### config.mk
export PLATFORM = sky130hd
export DESIGN_NAME = regfile_scoreboard
export DESIGN_NICKNAME = d
export VERILOG_FILES = /design/src/rtl/mips_pkg.sv /design/src/rtl/dec5x32.sv /design/src/rtl/regfile_scoreboard.sv
export SDC_FILE = /design/constraint.sdc
export NUM_CORES = 2
export LEC_CHECK = 0
export CORE_MARGIN = 1
export CORE_UTILIZATION = 40
export DETAILED_ROUTE_END_ITERATION = 10
export DONT_BUFFER_PORTS = 1
export HOLD_SLACK_MARGIN = 0.12
export PLACE_DENSITY = 0.66
export SYNTH_ARGS = -nofsm -noshare
export SYNTH_HDL_FRONTEND = slang
export SYNTH_SLANG_ARGS = --single-unit
### constraint.sdc
create_clock -name clk -period 4.9 [get_ports clk]
set_clock_uncertainty 0.05 [all_clocks]
set_input_delay 0.735 -clock clk [delete_from_list [all_inputs] [get_ports clk]]
set_output_delay 0.735 -clock clk [all_outputs]
set_load 0.1 [all_outputs]
### src/rtl/mips_pkg.sv
// Shared constants for the MIPS datapath: register file geometry and the
// hardwired $zero index.
package mips_pkg;

  localparam int DATA_W   = 32;
  localparam int ADDR_W   = 5;
  localparam int NUM_REGS = 32;

  localparam logic [4:0] REG_ZERO = 5'd0;

endpackage

### src/rtl/dec5x32.sv
// 5-to-32 one-hot decoder with enable, built as four 3-to-8 cells whose
// enables come from a 2-to-4 decode of the two index MSBs.
module dec5x32
  import mips_pkg::*;
(
  input  logic        en,
  input  logic [4:0]  idx,
  output logic [31:0] onehot
);

  logic [3:0] grp_en;

  always_comb begin
    grp_en = '0;
    if (en) begin
      grp_en[idx[4:3]] = 1'b1;
    end
  end

  for (genvar g = 0; g < 4; g++) begin : g_cell
    logic [7:0] cell_out;

    always_comb begin
      cell_out = '0;
      if (grp_en[g]) begin
        cell_out[idx[2:0]] = 1'b1;
      end
    end

    assign onehot[g*8 +: 8] = cell_out;
  end

endmodule

### src/rtl/regfile_scoreboard.sv
// 32 x 32 register file with write-through bypass on both read ports and a
// single-bit-per-register pending-write scoreboard for ID hazard detection.
module regfile_scoreboard
  import mips_pkg::*;
#(
  parameter int DATA_W = 32,
  parameter int ADDR_W = 5
) (
  input  logic              clk,
  input  logic              reset,
  input  logic              wr_en,
  input  logic [ADDR_W-1:0] wr_addr,
  input  logic [DATA_W-1:0] wr_data,
  input  logic [ADDR_W-1:0] rd_addr_a,
  output logic [DATA_W-1:0] rd_data_a,
  input  logic [ADDR_W-1:0] rd_addr_b,
  output logic [DATA_W-1:0] rd_data_b,
  input  logic              issue_valid,
  input  logic [ADDR_W-1:0] issue_dst,
  output logic              busy_a,
  output logic              busy_b
);

  logic [DATA_W-1:0]   regs [NUM_REGS];
  logic [NUM_REGS-1:0] busy;
  logic [NUM_REGS-1:0] wr_sel;
  logic [NUM_REGS-1:0] set_sel;

  dec5x32 u_wr_dec (
    .en     (wr_en),
    .idx    (wr_addr),
    .onehot (wr_sel)
  );

  dec5x32 u_set_dec (
    .en     (issue_valid),
    .idx    (issue_dst),
    .onehot (set_sel)
  );

  // Storage and scoreboard update; a same-edge issue beats a retirement
  // because the issue belongs to the younger instruction.
  always_ff @(posedge clk) begin
    if (reset) begin
      for (int i = 0; i < NUM_REGS; i++) begin
        regs[i] <= '0;
      end
      busy <= '0;
    end else begin
      regs[0] <= '0;
      busy[0] <= 1'b0;
      for (int i = 1; i < NUM_REGS; i++) begin
        if (wr_sel[i]) begin
          regs[i] <= wr_data;
        end
        busy[i] <= set_sel[i] | (busy[i] & ~wr_sel[i]);
      end
    end
  end

  function automatic logic [DATA_W-1:0] read_port(
    input logic [ADDR_W-1:0] addr,
    input logic [DATA_W-1:0] stored
  );
    if (addr == REG_ZERO) begin
      return '0;
    end else if (wr_en && (wr_addr == addr)) begin
      return wr_data;
    end
    return stored;
  endfunction

  function automatic logic busy_port(
    input logic [ADDR_W-1:0] addr,
    input logic              pending
  );
    return pending && !(wr_en && (wr_addr == addr));
  endfunction

  // Combinational ID-side read: same-cycle WB retirement bypasses data and
  // masks busy so both views stay consistent.
  always_comb begin
    rd_data_a = read_port(rd_addr_a, regs[rd_addr_a]);
    rd_data_b = read_port(rd_addr_b, regs[rd_addr_b]);
    busy_a    = busy_port(rd_addr_a, busy[rd_addr_a]);
    busy_b    = busy_port(rd_addr_b, busy[rd_addr_b]);
  end

endmodule

# After elaboration in Yosys (flattened, before gate mapping)
# Memory sizes are Yosys's and may differ from the RTL's.
# Cells that the tools add are included.
# totals
n_memories	1
out_inout_bits	66
mem_bits_rw	1024
ff_bits	32
# mem_list
memory	depth	word_bits	read_ports	rd_ports_with_merged_regs	write_ports	line	source
regs	32	32	2	0	32	regfile_scoreboard.sv:24	logic [DATA_W-1:0] regs [NUM_REGS];
# classes
reduce_logical	12
bitwise	125
mux	160
order_cmp	10
eq_ne	2
# op_table
operator	n
two-way mux 32 bit	38
two-way mux 1 bit	106
two-way mux 8 bit	8
bitwise OR 1 bit	63
bitwise AND 1 bit	31
NOT 1 bit	31
less-than comparator 5 x 6 -> 1 bit (second input constant)	2
binary-select mux 1 bit (select 5 bit)	2
== test 5 bit	2
zero test 5 bit	2
logical AND 1 bit	8
less-than comparator 3 x 4 -> 1 bit (second input constant)	2
two-way mux 4 bit	2
demux 1 bit (select 3 bit)	2
>= comparator 3 x 1 -> 1 bit (second input constant)	2
less-than comparator 2 x 3 -> 1 bit (second input constant)	2
demux 1 bit (select 2 bit)	2
>= comparator 2 x 1 -> 1 bit (second input constant)	2
zero test 1 bit	2

# Longest topological paths before layout
# depth
depth_word	10
depth_mapped	9
mapped_depth_nobuf	5

# Cells and area by module
# Synthesis repeated with hierarchy kept, for this count alone.
# unflattened
cells_unflattened	3315
hier_area_um2	52525.4
# by_module_without_submodules
module	seq_area_each_um2	n_inst	area_per_inst_um2	cells_each
regfile_scoreboard	30409.2	1	52058.7	3221
dec5x32 at u_set_dec	0.0	1	236.5	47
dec5x32 at u_wr_dec	0.0	1	230.2	47

# Worst setup path after synthesis
# OpenSTA, ideal clock, no wires.
# synth_path
path_type	input port to output port
from	in rd_addr_a[0]
to	out rd_data_a[30]
arrival_time_ns	4.800
stages	8
setup_slack_ns	-0.685
cell_sequence	buf_6 > buf_6 > buf_6 > buf_4 > a221oi_1 > nor3_1 > nor3_1 > o41ai_1
# synth_between
elab_chain_len	5
elab_cells_between_ends	8
classes_between	eq/ne (1); mux (4); reduce/logical (2); memory (1)
# synth_rtl
element	line	source
from (decl)	regfile_scoreboard.sv:14	input logic [ADDR_W-1:0] rd_addr_a,
branches (longest 4 deep; another with memory (32 x 32 bit))	n/a	
two-way mux 32 bit *	regfile_scoreboard.sv:70	return stored;
to (decl)	regfile_scoreboard.sv:15	output logic [DATA_W-1:0] rd_data_a,
# Every way passes the cells marked *.

# Worst setup path in the final report
# layout_path
from	in rd_addr_a[0]
to	out rd_data_a[21]
# Same word-level chain as after synthesis.

==> qor_table.md <==
| Parameter | This run |
| --- | --- |
| Status | finished, violations left |
| Violations in the final reports | max-slew violations, negative setup slack |
| Post-Syn Area per Cell | 13.9 sq um |
| Synth warnings | 0 |
| Most common cell in the synthesized netlist | sky130_fd_sc_hd__edfxtp_1 |
| Hold worst-path end | busy[15] |
| Register-to-Register Setup Slack | 4.16 ns |
| EDFF count, synth | 992 |
| Synthesized area | 0.0519 sq mm |
| Total wirelength of the detailed-routed design | 171000 microns |
| IO Pins | 122 |
| Number of global-route vias before repair | 35000 |
| Cts-stage hold buffer count | 1 |
| Endpoint of the worst register-to-register path | busy[25] |
| Detailed-routed wire length on met3 | 25300 microns |
| Fraction of synthesis flops using an asynchronous set or reset pin | 0% |
| CTS HTree Levels | 3 |
| Class of the tightest hold or removal check | in2reg |
| Setup repair after global routing missed its margin | false |
| Ant diodes | 0 |
| Number of buffers created by CTS | 102 |
| Die Footprint | 0.131 sq mm |
| Startpoint of the worst register-to-register path | busy[25] |
| Inst Count DP | 5296 |
| Part of the Yosys area used for sequential elements | 58.6% |
| Share of post-route cells with drive strength above 1 | 20.9% |
| Launching element type of the critical path | input port |
| Required time worst endpoint | 4.12 ns |
| Minimum clock period after layout | 5.34 ns |
| Wire length of the first global-routing pass | 243000 microns |
| Initial DRC Count | 5466 |
| Total half-perimeter wirelength after legalization and detailed placement | 97200 microns |
| CP delay by family, top | compound AO/OA/AOI/OAI gates |
| Via count normalized by instance count | 6.51 |
| Number of cell rows | 131 |
| Initial Utilization | 40.5% |
| Final count of hold timing violations | 0 |
| Chip height | 362 microns |
| Die X | 362 microns |
| Pin slew with the least headroom to its limit | 1.68 ns |
| Post-CTS setup buffer count | 0 |
| Leading area contributor after synthesis | sky130_fd_sc_hd__edfxtp_1 |
| Fraction of post-synthesis cell area in the top cell type by area | 57.4% |
| Final-report setup violation count | 32 |
| Number of stages on the worst hold path | 2 |
| Largest cells by area after synthesis | sky130_fd_sc_hd__edfxtp_1 57%, sky130_fd_sc_hd__mux4_2 13%, sky130_fd_sc_hd__mux2i_1 8.3% |
| Top routing layer used | met4 |
| Number of violations of the max-capacitance limit | 0 |
| Reg2Reg Depth | 1 |
| Synth unique cells | 61 |
| Initial antenna violation count | 2 |
| Worst-path maximum fanout | 396 |
| Post-synth top flop | sky130_fd_sc_hd__edfxtp_1 |
| Port bufs | 0 |
| Clock edge transition at the registers on the reported setup and hold paths | 0.06 ns |
| Clock buffer depth | 3 |
| Cell repeated most along the worst path | sky130_fd_sc_hd__buf_4 |
| Resize count post-CTS | 0 |
| Core Footprint | 0.128 sq mm |
| Count of antenna-violating nets left after detailed routing | 0 |
| Synth top cells by count | 992 x sky130_fd_sc_hd__edfxtp_1, 622 x sky130_fd_sc_hd__nor2_1, 428 x sky130_fd_sc_hd__mux2i_1 |
| Final RePlAce weighted congestion | 0.909 |
| Number of detailed-route iterations in the first pass | 8 |
| Met1 Wirelength | 65900 microns |
| Maximum number of pins on one net before global-route repair | 397 |
| Crit. End Element | primary output |
| Hold path startpoint | issue_dst[3] |
| Total clock sinks | 1023 |
| TritonCTS clock tree | yes |
| Tightest slew margin relative to the limit | -12.2% |
| PnR worst setup slack | -0.442 ns |
| Critical-path cell list | xor2_1 > nor4_1 > a21o_2 > a211oi_1 > buf_4 > a22o_1 > buf_4 |
| PD cells | 376 mW/mm^2 |
| Count of final max-slew check failures | 148 |
| Final Instance Count excl. Fillers | 5485 |
| Max frequency | 0.187 GHz |
| Leftover overflow at the end of global routing | 0 |
| Final cycle utilization of the critical path | 109% |
| Area growth from synthesis to final layout | 10.6% |
| Critical path buffer and inverter count | 2 |
| Final total negative setup slack | -8.61 ns |
| Synthesized flop and latch total | 1023 |
| Average detailed-routed wire length per instance | 31.2 microns |
| Worst skew pair latency | 0.70 ns |
| Met2 wire length | 73700 microns |
| Post-synthesis instance total | 3726 |
| Arrival time of data at the critical path endpoint | 4.56 ns |
| Delay of the slowest cell on the worst path | 0.95 ns |
| Residual DRC | 0 |
| Total nets after synthesis | 3782 |
| Root cell of the clock tree | sky130_fd_sc_hd__clkbuf_16 |
| LEAKAGE | 20.0 nW |
| Nets@finish | 3728 |
| Overall via count from detail_route | 35700 |
| GRT Resource Usage Total | 25.5% |
| Crit path max-delay cell type | sky130_fd_sc_hd__a21o_2 |
| Maximum VDD drop | 314 uV |
| Category of the critical setup timing path | in2out |
==> sequential cells by signal, indices dropped and copies added, names as in the netlist <==
register and cells:
regs 992, busy 31
==> report_power, final <==
part           internal [W]  leakage, nW  switching (W)
sequential           0.0102         9.77       0.000285
combinational       0.00113         8.63        0.00200
clock               0.00455         1.63        0.00342
total                0.0159         20.0        0.00571
==> layout by cell type, fill, tap and decap left out, types with 67 or more instances in the layout <==
master	Yosys	final
sky130_fd_sc_hd__nor2_1	622	619
sky130_fd_sc_hd__a211oi_1	68	68
sky130_fd_sc_hd__mux4_2	296	296
sky130_fd_sc_hd__o21ai_0	67	67
sky130_fd_sc_hd__buf_4	20	182
sky130_fd_sc_hd__mux2i_1	428	428
sky130_fd_sc_hd__clkbuf_16	0	105
sky130_fd_sc_hd__o22ai_1	69	69
sky130_fd_sc_hd__nand2_1	235	186
sky130_fd_sc_hd__edfxtp_1	992	992
==> how the worst max path moves through the flow <==
stage,startpoint,endpoint,depth (start not counted)
4_1_cts,rd_addr_a[0],rd_data_a[21],7
6_report,rd_addr_a[0],rd_data_a[21],7
5_1_grt,rd_addr_a[0],rd_data_a[21],7
2_1_floorplan,rd_addr_b[0],rd_data_b[30],9
3_5_place_dp,rd_addr_a[0],rd_data_a[21],7
3_3_place_gp,rd_addr_a[0],rd_data_a[21],7
==> per-layer routing <==
layer / GRT usage (%) / vias up
met1: 35.7 / 18200
met2: 37.0 / 2725
met5: 0 / -
met3: 8.20 / 410
met4: 9.51 / 0
li1: - / 14400
==> cell families after synthesis <==
group | Yosys count | share of synthesized area, %
AND/OR/NAND/NOR | 984 | 7.66
flip-flops | 1023 | 58.6
buffers and inverters | 395 | 3.90
multiplexers | 758 | 21.8
AO/OA/AOI/OAI | 556 | 7.87
XOR/XNOR | 10 | 0.169
==> metrics by stage <==
step | total power [W] | instance area, sq um | utilization (%) | setup slack [ns] | hold WS, ns
after global placement | 0.0137 | 54100 | 42.2 | 0.633 | 0.414
final | 0.0216 | 57400 | 44.8 | -0.442 | 0.164
after global routing | 0.0221 | 57400 | 44.8 | 0.0610 | 0.161
after detailed placement | 0.0137 | 54100 | 42.2 | 0.609 | 0.418
after floorplan | 0.0130 | 51900 | - | 0.0531 | 0.399
after CTS | 0.0216 | 57400 | 44.8 | 0.600 | 0.145
==> final cells by class <==
| cell class | count | area (sq um) |
|---|---|---|
| Fill cell | 11400 | 70700 |
| Sequential cell | 1023 | 30400 |
| Multi-Input combinational cell | 2308 | 19800 |
| Clock buffer | 134 | 2780 |
| Tap cell | 1729 | 2160 |
| Timing Repair Buffer | 189 | 1520 |
| Clock inverter | 54 | 544 |
| Inverter | 48 | 181 |
Note: power is estimated with default switching activity, not from simulation.
